<file path="config.mk">
export PLATFORM = sky130hd
export DESIGN_NAME = stack_ctrl
export DESIGN_NICKNAME = d
export VERILOG_FILES = /design/src/rtl/stack_ctrl.sv
export SDC_FILE = /design/constraint.sdc
export NUM_CORES = 1
export LEC_CHECK = 0
export ABC_AREA = 1
export CORE_ASPECT_RATIO = 0.5
export CORE_UTILIZATION = 47
export CTS_BUF_LIST = sky130_fd_sc_hd__clkbuf_4 sky130_fd_sc_hd__clkbuf_8
export DETAILED_ROUTE_END_ITERATION = 7
export PLACE_DENSITY = 0.83
export SYNTH_ARGS = -nofsm -noshare
export SYNTH_HDL_FRONTEND = slang
export SYNTH_SLANG_ARGS = --single-unit
</file>
<file path="constraint.sdc">
create_clock -name clk -period 2.4 [get_ports clk]
set_clock_uncertainty 0.2 [all_clocks]
set_input_delay 0.24 -clock clk [delete_from_list [all_inputs] [get_ports clk]]
set_output_delay 0.24 -clock clk [all_outputs]
set_load 0.01 [all_outputs]
</file>
<file path="src/rtl/stack_ctrl.sv">
// Push/pop stack controller driving a single-port combinational-read ram.
// Optional peek operation enabled by defining STACK_PEEK_EN.
module stack_ctrl #(
  parameter int unsigned WIDTH  = 16,
  parameter int unsigned ADDR_W = 8
) (
  input  logic              clk,
  input  logic              rst,
  input  logic              op_valid,
  output logic              op_ready,
  input  logic              op_push,
`ifdef STACK_PEEK_EN
  input  logic              op_peek,
`endif
  input  logic [WIDTH-1:0]  op_data,
  output logic              rsp_valid,
  output logic [WIDTH-1:0]  rsp_data,
  output logic              rsp_err,
  output logic [ADDR_W:0]   count,
  output logic              full,
  output logic              empty,
  output logic [ADDR_W-1:0] ram_addr,
  output logic [WIDTH-1:0]  ram_din,
  output logic              ram_we,
  input  logic [WIDTH-1:0]  ram_dout
);

  localparam int unsigned DEPTH = 2 ** ADDR_W;
  localparam int unsigned CW    = ADDR_W + 1;

  typedef enum logic [1:0] {IDLE, PUSH_WR, POP_RD, RESP} state_t;

  state_t state, next_state;
  logic   peek;
  logic   peek_q;
  logic   accept;
  logic   is_push;
  logic   op_err;

`ifdef STACK_PEEK_EN
  assign peek = op_peek;
`else
  assign peek = 1'b0;
`endif

  assign full    = (count == CW'(DEPTH));
  assign empty   = (count == CW'(0));
  assign accept  = op_valid && (state == IDLE);
  // Peek overrides push and behaves as a non-destructive pop.
  assign is_push = op_push && !peek;
  assign op_err  = is_push ? full : empty;

  // State register
  always_ff @(posedge clk or posedge rst) begin
    if (rst) state <= IDLE;
    else     state <= next_state;
  end

  // Next-state and state-decoded handshake/ram strobes
  always_comb begin
    next_state = state;
    op_ready   = 1'b0;
    ram_we     = 1'b0;
    rsp_valid  = 1'b0;
    case (state)
      IDLE: begin
        op_ready = 1'b1;
        if (op_valid) begin
          if (op_err)       next_state = RESP;
          else if (is_push) next_state = PUSH_WR;
          else              next_state = POP_RD;
        end
      end
      PUSH_WR: begin
        ram_we     = 1'b1;
        next_state = RESP;
      end
      POP_RD:  next_state = RESP;
      RESP: begin
        rsp_valid  = 1'b1;
        next_state = IDLE;
      end
      default: next_state = IDLE;
    endcase
  end

  // Datapath: ram address/data set up on accept so they are stable in PUSH_WR/POP_RD
  always_ff @(posedge clk or posedge rst) begin
    if (rst) begin
      count    <= '0;
      rsp_err  <= 1'b0;
      rsp_data <= '0;
      ram_addr <= '0;
      ram_din  <= '0;
      peek_q   <= 1'b0;
    end else begin
      case (state)
        IDLE: begin
          if (accept) begin
            rsp_err <= op_err;
            if (!op_err) begin
              peek_q <= peek;
              if (is_push) begin
                ram_addr <= count[ADDR_W-1:0];
                ram_din  <= op_data;
              end else begin
                ram_addr <= ADDR_W'(count - CW'(1));
              end
            end
          end
        end
        PUSH_WR: count <= count + CW'(1);
        POP_RD: begin
          rsp_data <= ram_dout;
          if (!peek_q) count <= count - CW'(1);
        end
        default: ;
      endcase
    end
  end

endmodule

</file>
======== Word level (Yosys, flattened, before mapping) ========
Index checks and enable logic that the tools add are counted.
word-level totals
  ROM bits ................................ 0
  flip-flop bits (word level) ............. 52
  RAM bits ................................ 0
  latch bits .............................. 0
  output and inout bits ................... 55
  memories kept ........................... 0
operators by class
  divide/modulo/power cells ............... 0
  add/subtract/negate cells ............... 2
  bitwise logic cells ..................... 1
  muxes and demuxes ....................... 10
  equality and inequality tests ........... 5
  shift operators ......................... 0
  $mul .................................... 0
  magnitude comparators ................... 0
  reductions and logical operators ........ 8
operator list
  kind                   number
  $pmux W9 S2            1
  $add A9 B1 Y9 const B  1
  $eq A9 B9 Y1 const B   1
  $logic_not A9 Y1       1
  $sub A9 B1 Y9 const B  1
  $mux W8                1
  $mux W2                3
  $pmux W2 S3            1
  $eq A2 B2 Y1 const B   2
  $mux W1                4
  $reduce_and A4 Y1      1
  $reduce_and A3 Y1      1
  $eq A2 B1 Y1 const B   1
  $logic_not A2 Y1       1
  $ne A2 B2 Y1 const B   1
  $reduce_and A2 Y1      1
  $reduce_bool A2 Y1     1
  $reduce_or A2 Y1       1
  $logic_and A1 B1 Y1    1
  $not A1 Y1             1

======== Longest topological paths before layout ========
  depth in word-level cells ............... 5
  gate-level depth with buffers ........... 10

======== Worst setup path before layout ========
No wires, ideal clock.
  path kind ............................... flip-flop to flip-flop
  start point ............................. register count[0]
  end point ............................... register ram_din[0]
  data required time ...................... 2.082 ns
  library setup time ...................... 0.118 ns
  buffers on the path ..................... 1
  arrival time ............................ 1.412 ns
  setup slack ............................. 0.671 ns
  stages on the path, launching flop included .. 10
  cells stage by stage .................... dfrtp_1 -> inv_1 -> ha_1 -> nand2_4 -> nor2_8 -> nand2_2 -> nand3_4 -> buf_8 -> nand2_1 -> o21ai_2
on the way
  longest elaborated chain between the ends .. 4
  elaborated cells on any way between the ends .. 5
  those cells by class .................... eq/ne (1); mux (1); bitwise (1); reduce/logical (2)
RTL lines
  element                                                  line    source
  start: declaration                                       19      output logic [ADDR_W:0] count,
  start signal: assignment                                 112     PUSH_WR: count <= count + CW'(1);
  start signal: assignment                                 115     if (!peek_q) count <= count - CW'(1);
  $eq A9 B9 Y1 / $logic_not A9 Y1 (equally long branches)  46, 47
  $mux W1 *                                                51      assign op_err = is_push ? full : empty;
  $not A1 Y1 (no source line) *                            n/a
  $reduce_and A4 Y1 (no source line) *                     n/a
  end signal: assignment                                   105     ram_din <= op_data;
  end: declaration                                         23      output logic [WIDTH-1:0] ram_din,
Every way passes the cells marked *; elsewhere a longest branch is shown, timed or not.
A chain may end at the register's enable or synchronous reset.

======== Worst setup path after layout ========
  start point ............................. register state[1]
  end point ............................... output op_ready
on the way
  longest elaborated chain between the ends .. 2
RTL lines
  element                   line  source
  start: declaration        33    state_t state, next_state;
  start signal: assignment  56    else state <= next_state;
  $logic_not A2 Y1          65    case (state)
  $mux W1                   65
  end: declaration          10    output logic op_ready,
No other way between the ends.

==> impl_metrics.csv <==
group,metric,value,unit
outcome,status,"complete, no violations",
timing,min_period_over_period,0.8666,
global_routing,grt_pass1_wl,10440,um
pwr,p_comb_frac,0.560,
synth,synth_cells,328,
pwr,p_clk_frac,0.123,
synth,synth_top_family_by_area,"simple AND/OR/NAND/NOR gates",
pwr,ir_drop,0.7711,mV
worst_setup_path,required,1.96,ns
route,routed_wl,6473,um
global_routing,grt.met1_usage,0.2888,
floorplan,initial_core_util,0.4927,
timing,slew_headroom,0.6761,
clocking,clk_pin_slew,0.10,ns
global_routing,use_met2,0.3738,
worst_setup_path,regToRegSetupSlack,0.35,ns
worst_setup_path,cp_max_fo,5,
clocking,cts_max_path_buffers,2,
synth,ys.flop_type,"dfrtp_1",
synth,synth_nets,371,
synth,synth-edff-count,0,
worst_setup_path,r2r_end,"ram_din[8]$_DFFE_PP0P_",
clocking,h-tree-depth,2,
floorplan,fp.dieH,55.88,um
clocking,numCtsBuffers,5,
synth,synthSimpleGateAreaFrac,0.2843,
final_layout,final_common_cell,"nand2_1",
worst_setup_path,worstSetupEndpoint,"op_ready",
timing,fin_setup_tns,0,ns
worst_setup_path,path_cells,"inv_1 > ha_1 > clkdlybuf4s50_1",
flow_run,drv_cap,0,
route,vias_per_cell,4.923,
placed_design,hpwl,4780,um
clocking,cts-root-buf,"clkbuf_8",
synth,ys_ff_latch,52,
final_layout,diodes,0,
timing,hold_viol_final,0,
clocking,clock_latency,0.31,ns
route,drcViolationCount,0,
worst_setup_path,max_stage_delay,0.57,ns
route,wl_per_cell,13.08,um
pwr,p_sw,0.002133,W
floorplan,die_w,109.8,um
global_routing,grt-ovfl-total,0,
synth,synthMuxAreaShare,0,
timing,fmax,480.8,MHz
worst_setup_path,crit_path_end_kind,"output pin",
worst_setup_path,cp.arrival,1.64,ns
final_layout,mostFrequentLayoutCells,"nand2_1 (119), clkdlybuf4s50_1 (88), dfrtp_1 (49)",
timing,final_max_slew_viol_count,0,
timing,setup_viol,0,
pwr,total_leakage_power,1.928,nW
synth,synth.avg_cell_area,8.320,um^2
synth,synth_seq_area_share,0.4768,
floorplan,num_rows,19,
global_routing,grt_busiest_layer,"met2",
final_layout,drive_gt1_frac,0.1303,
route,antenna_left,0,
synth,synthDistinctLibCells,32,
synth,async_flop_share,1.000,
global_routing,met3_usage,0.04450,
global_routing,grt_pass1_vias,2319,
worst_setup_path,startpoint,"state[1]$_DFFE_PP0P_",
synth,synth_compound_area_frac,0.1032,
final_layout,area_delta_synth_final,40.12,%
floorplan,placeableCoreArea,5539,um^2
worst_setup_path,reg2reg_depth,7,
timing,period_minus_slack,2.080,ns
placed_design,routabilityCongestion,0.9266,
worst_setup_path,r2r-start,"state[1]$_DFFE_PP0P_",
worst_hold_path,hold_class,"in2async",
synth,synth_xor_area_frac,0.01605,
clocking,ctsHoldBuffers,0,
synth,synth_area,2729,um^2
pwr,p_sw_frac,0.4137,
pwr,seq_power_share,0.317,
clocking,cts.sinks,52,
synth,yosysWarningCount,0,
pwr,power.density,1348,nW/um^2
final_layout,final_nets,464,
clocking,cts_tree,"built",
floorplan,die-area,6133,um^2
final_layout,final_util,0.6903,
timing,rsz0062_at_grt,"false",
global_routing,gr-usage-all-layers,0.2190,
floorplan,io_pins,91,
worst_setup_path,crit_path_top_delay_cell,"clkdlybuf4s50_1",
route,initialDrtViolationCount,174,
route,firstDrtPassIters,5,
worst_setup_path,critPathKind,"reg2out",
pwr,p_int,0.003023,W
placed_design,placed_area,3682,um^2
pwr,p_total,0.005155,W
global_routing,antenna_found_initial,0,
final_layout,fin_area,3824,um^2
placed_design,portBuffers,90,
route,vias,2437,
worst_setup_path,worstSetupStartpointType,"flop",
global_routing,grt_start_max_net_pins,33,
timing,worst_pin_slew,0.4851,ns
synth,synthAdderAreaFrac,0.03210,
[critical path, delay by kind of cell (launching register included)]
family	cells	cell delay, ns
buffers and inverters	2	0.67
adder cells (fa/ha/maj)	1	0.22
flip-flops	1	0.44
[area by class of cell]
| cell class | instances | area, um^2 |
|---|---|---|
| clock buffers | 6 | 76.32 |
| clock inverters | 2 | 38.79 |
| fillers | 417 | 1715 |
| inverters | 38 | 142.6 |
| multi-input cells | 226 | 1191 |
| flip-flops and latches | 52 | 1305 |
| well taps | 73 | 91.34 |
| repair buffers | 98 | 978.4 |
[how the worst min path moves through the flow]
stage / start / endpoint / slack [ns] / depth (start not counted)
final: rst / rsp_data[9]$_DFFE_PP0P_ / 0.06 / 2
after global routing: rst / rsp_data[9]$_DFFE_PP0P_ / 0.10 / 2
after CTS: rst / rsp_data[9]$_DFFE_PP0P_ / 0.08 / 2
after detailed placement: rsp_data[14]$_DFFE_PP0P_ / rsp_data[14]$_DFFE_PP0P_ / 0.26 / 2
after global placement: rsp_data[3]$_DFFE_PP0P_ / rsp_data[3]$_DFFE_PP0P_ / 0.25 / 2
after floorplan: ram_dout[0] / rsp_data[0]$_DFFE_PP0P_ / 0.15 / 2
[cell families (layout without fill, tap and decap cells)]
kind of cell	count (synthesis)	count (layout)
buf+inv	50	144
fa+ha+maj	7	7
compound gates	43	43
simple gates	171	171
flops	52	52
xor+xnor	5	5
[per-layer routing]
layer  vias up  routed length (um)
li1       1207                   -
met1      1131                2785
met2        91                3230
met3         8                 397
met4         0                  60
met5         -                   0
[flip-flops by register name, indices dropped and copies added (netlist names)]
signal / cells
state: 2
ram_din: 16
count: 9
rsp_err: 1
rsp_data: 16
ram_addr: 8
[synth_stat cells (all sizes together), types with 2 or more instances]
cell type	count	area share
o21ai	37	0.090
xor2	4	0.013
ha	7	0.032
nand3	22	0.056
dfrtp	52	0.48
clkbuf	6	0.0083
nand2	127	0.18
buf	6	0.027
nand4	2	0.0046
nor2	17	0.033
inv	37	0.051
a21oi	3	0.0055
[power groups by stage]
stage / clock, W / combinational [W] / sequential, W
global placement: 0 / 0.00276 / 0.00164
detailed placement: 0 / 0.00283 / 0.00166
finish: 0.000634 / 0.00289 / 0.00164
floorplan: 0 / 0.00141 / 0.00182
global route: 0.000677 / 0.00316 / 0.00169
CTS: 0.000641 / 0.00289 / 0.00163
[per-stage QoR]
step	hold WS (ns)	setup WS (ns)	cells
after floorplan	0.1525	0.6709	328
after global placement	0.2527	0.2884	485
after detailed placement	0.2619	0.2376	485
after CTS	0.07958	0.003852	495
after global routing	0.1014	0.2204	495
final	0.06463	0.3200	495
[what timing repair did]
| item | 4_1_cts | 5_1_grt |
|---|---|---|
| endpoints found under the setup margin | 2 | 2 |
| setup buffers | 2 | 0 |
| gates resized for setup | 2 | 6 |
(Power assumes the default switching activity.)
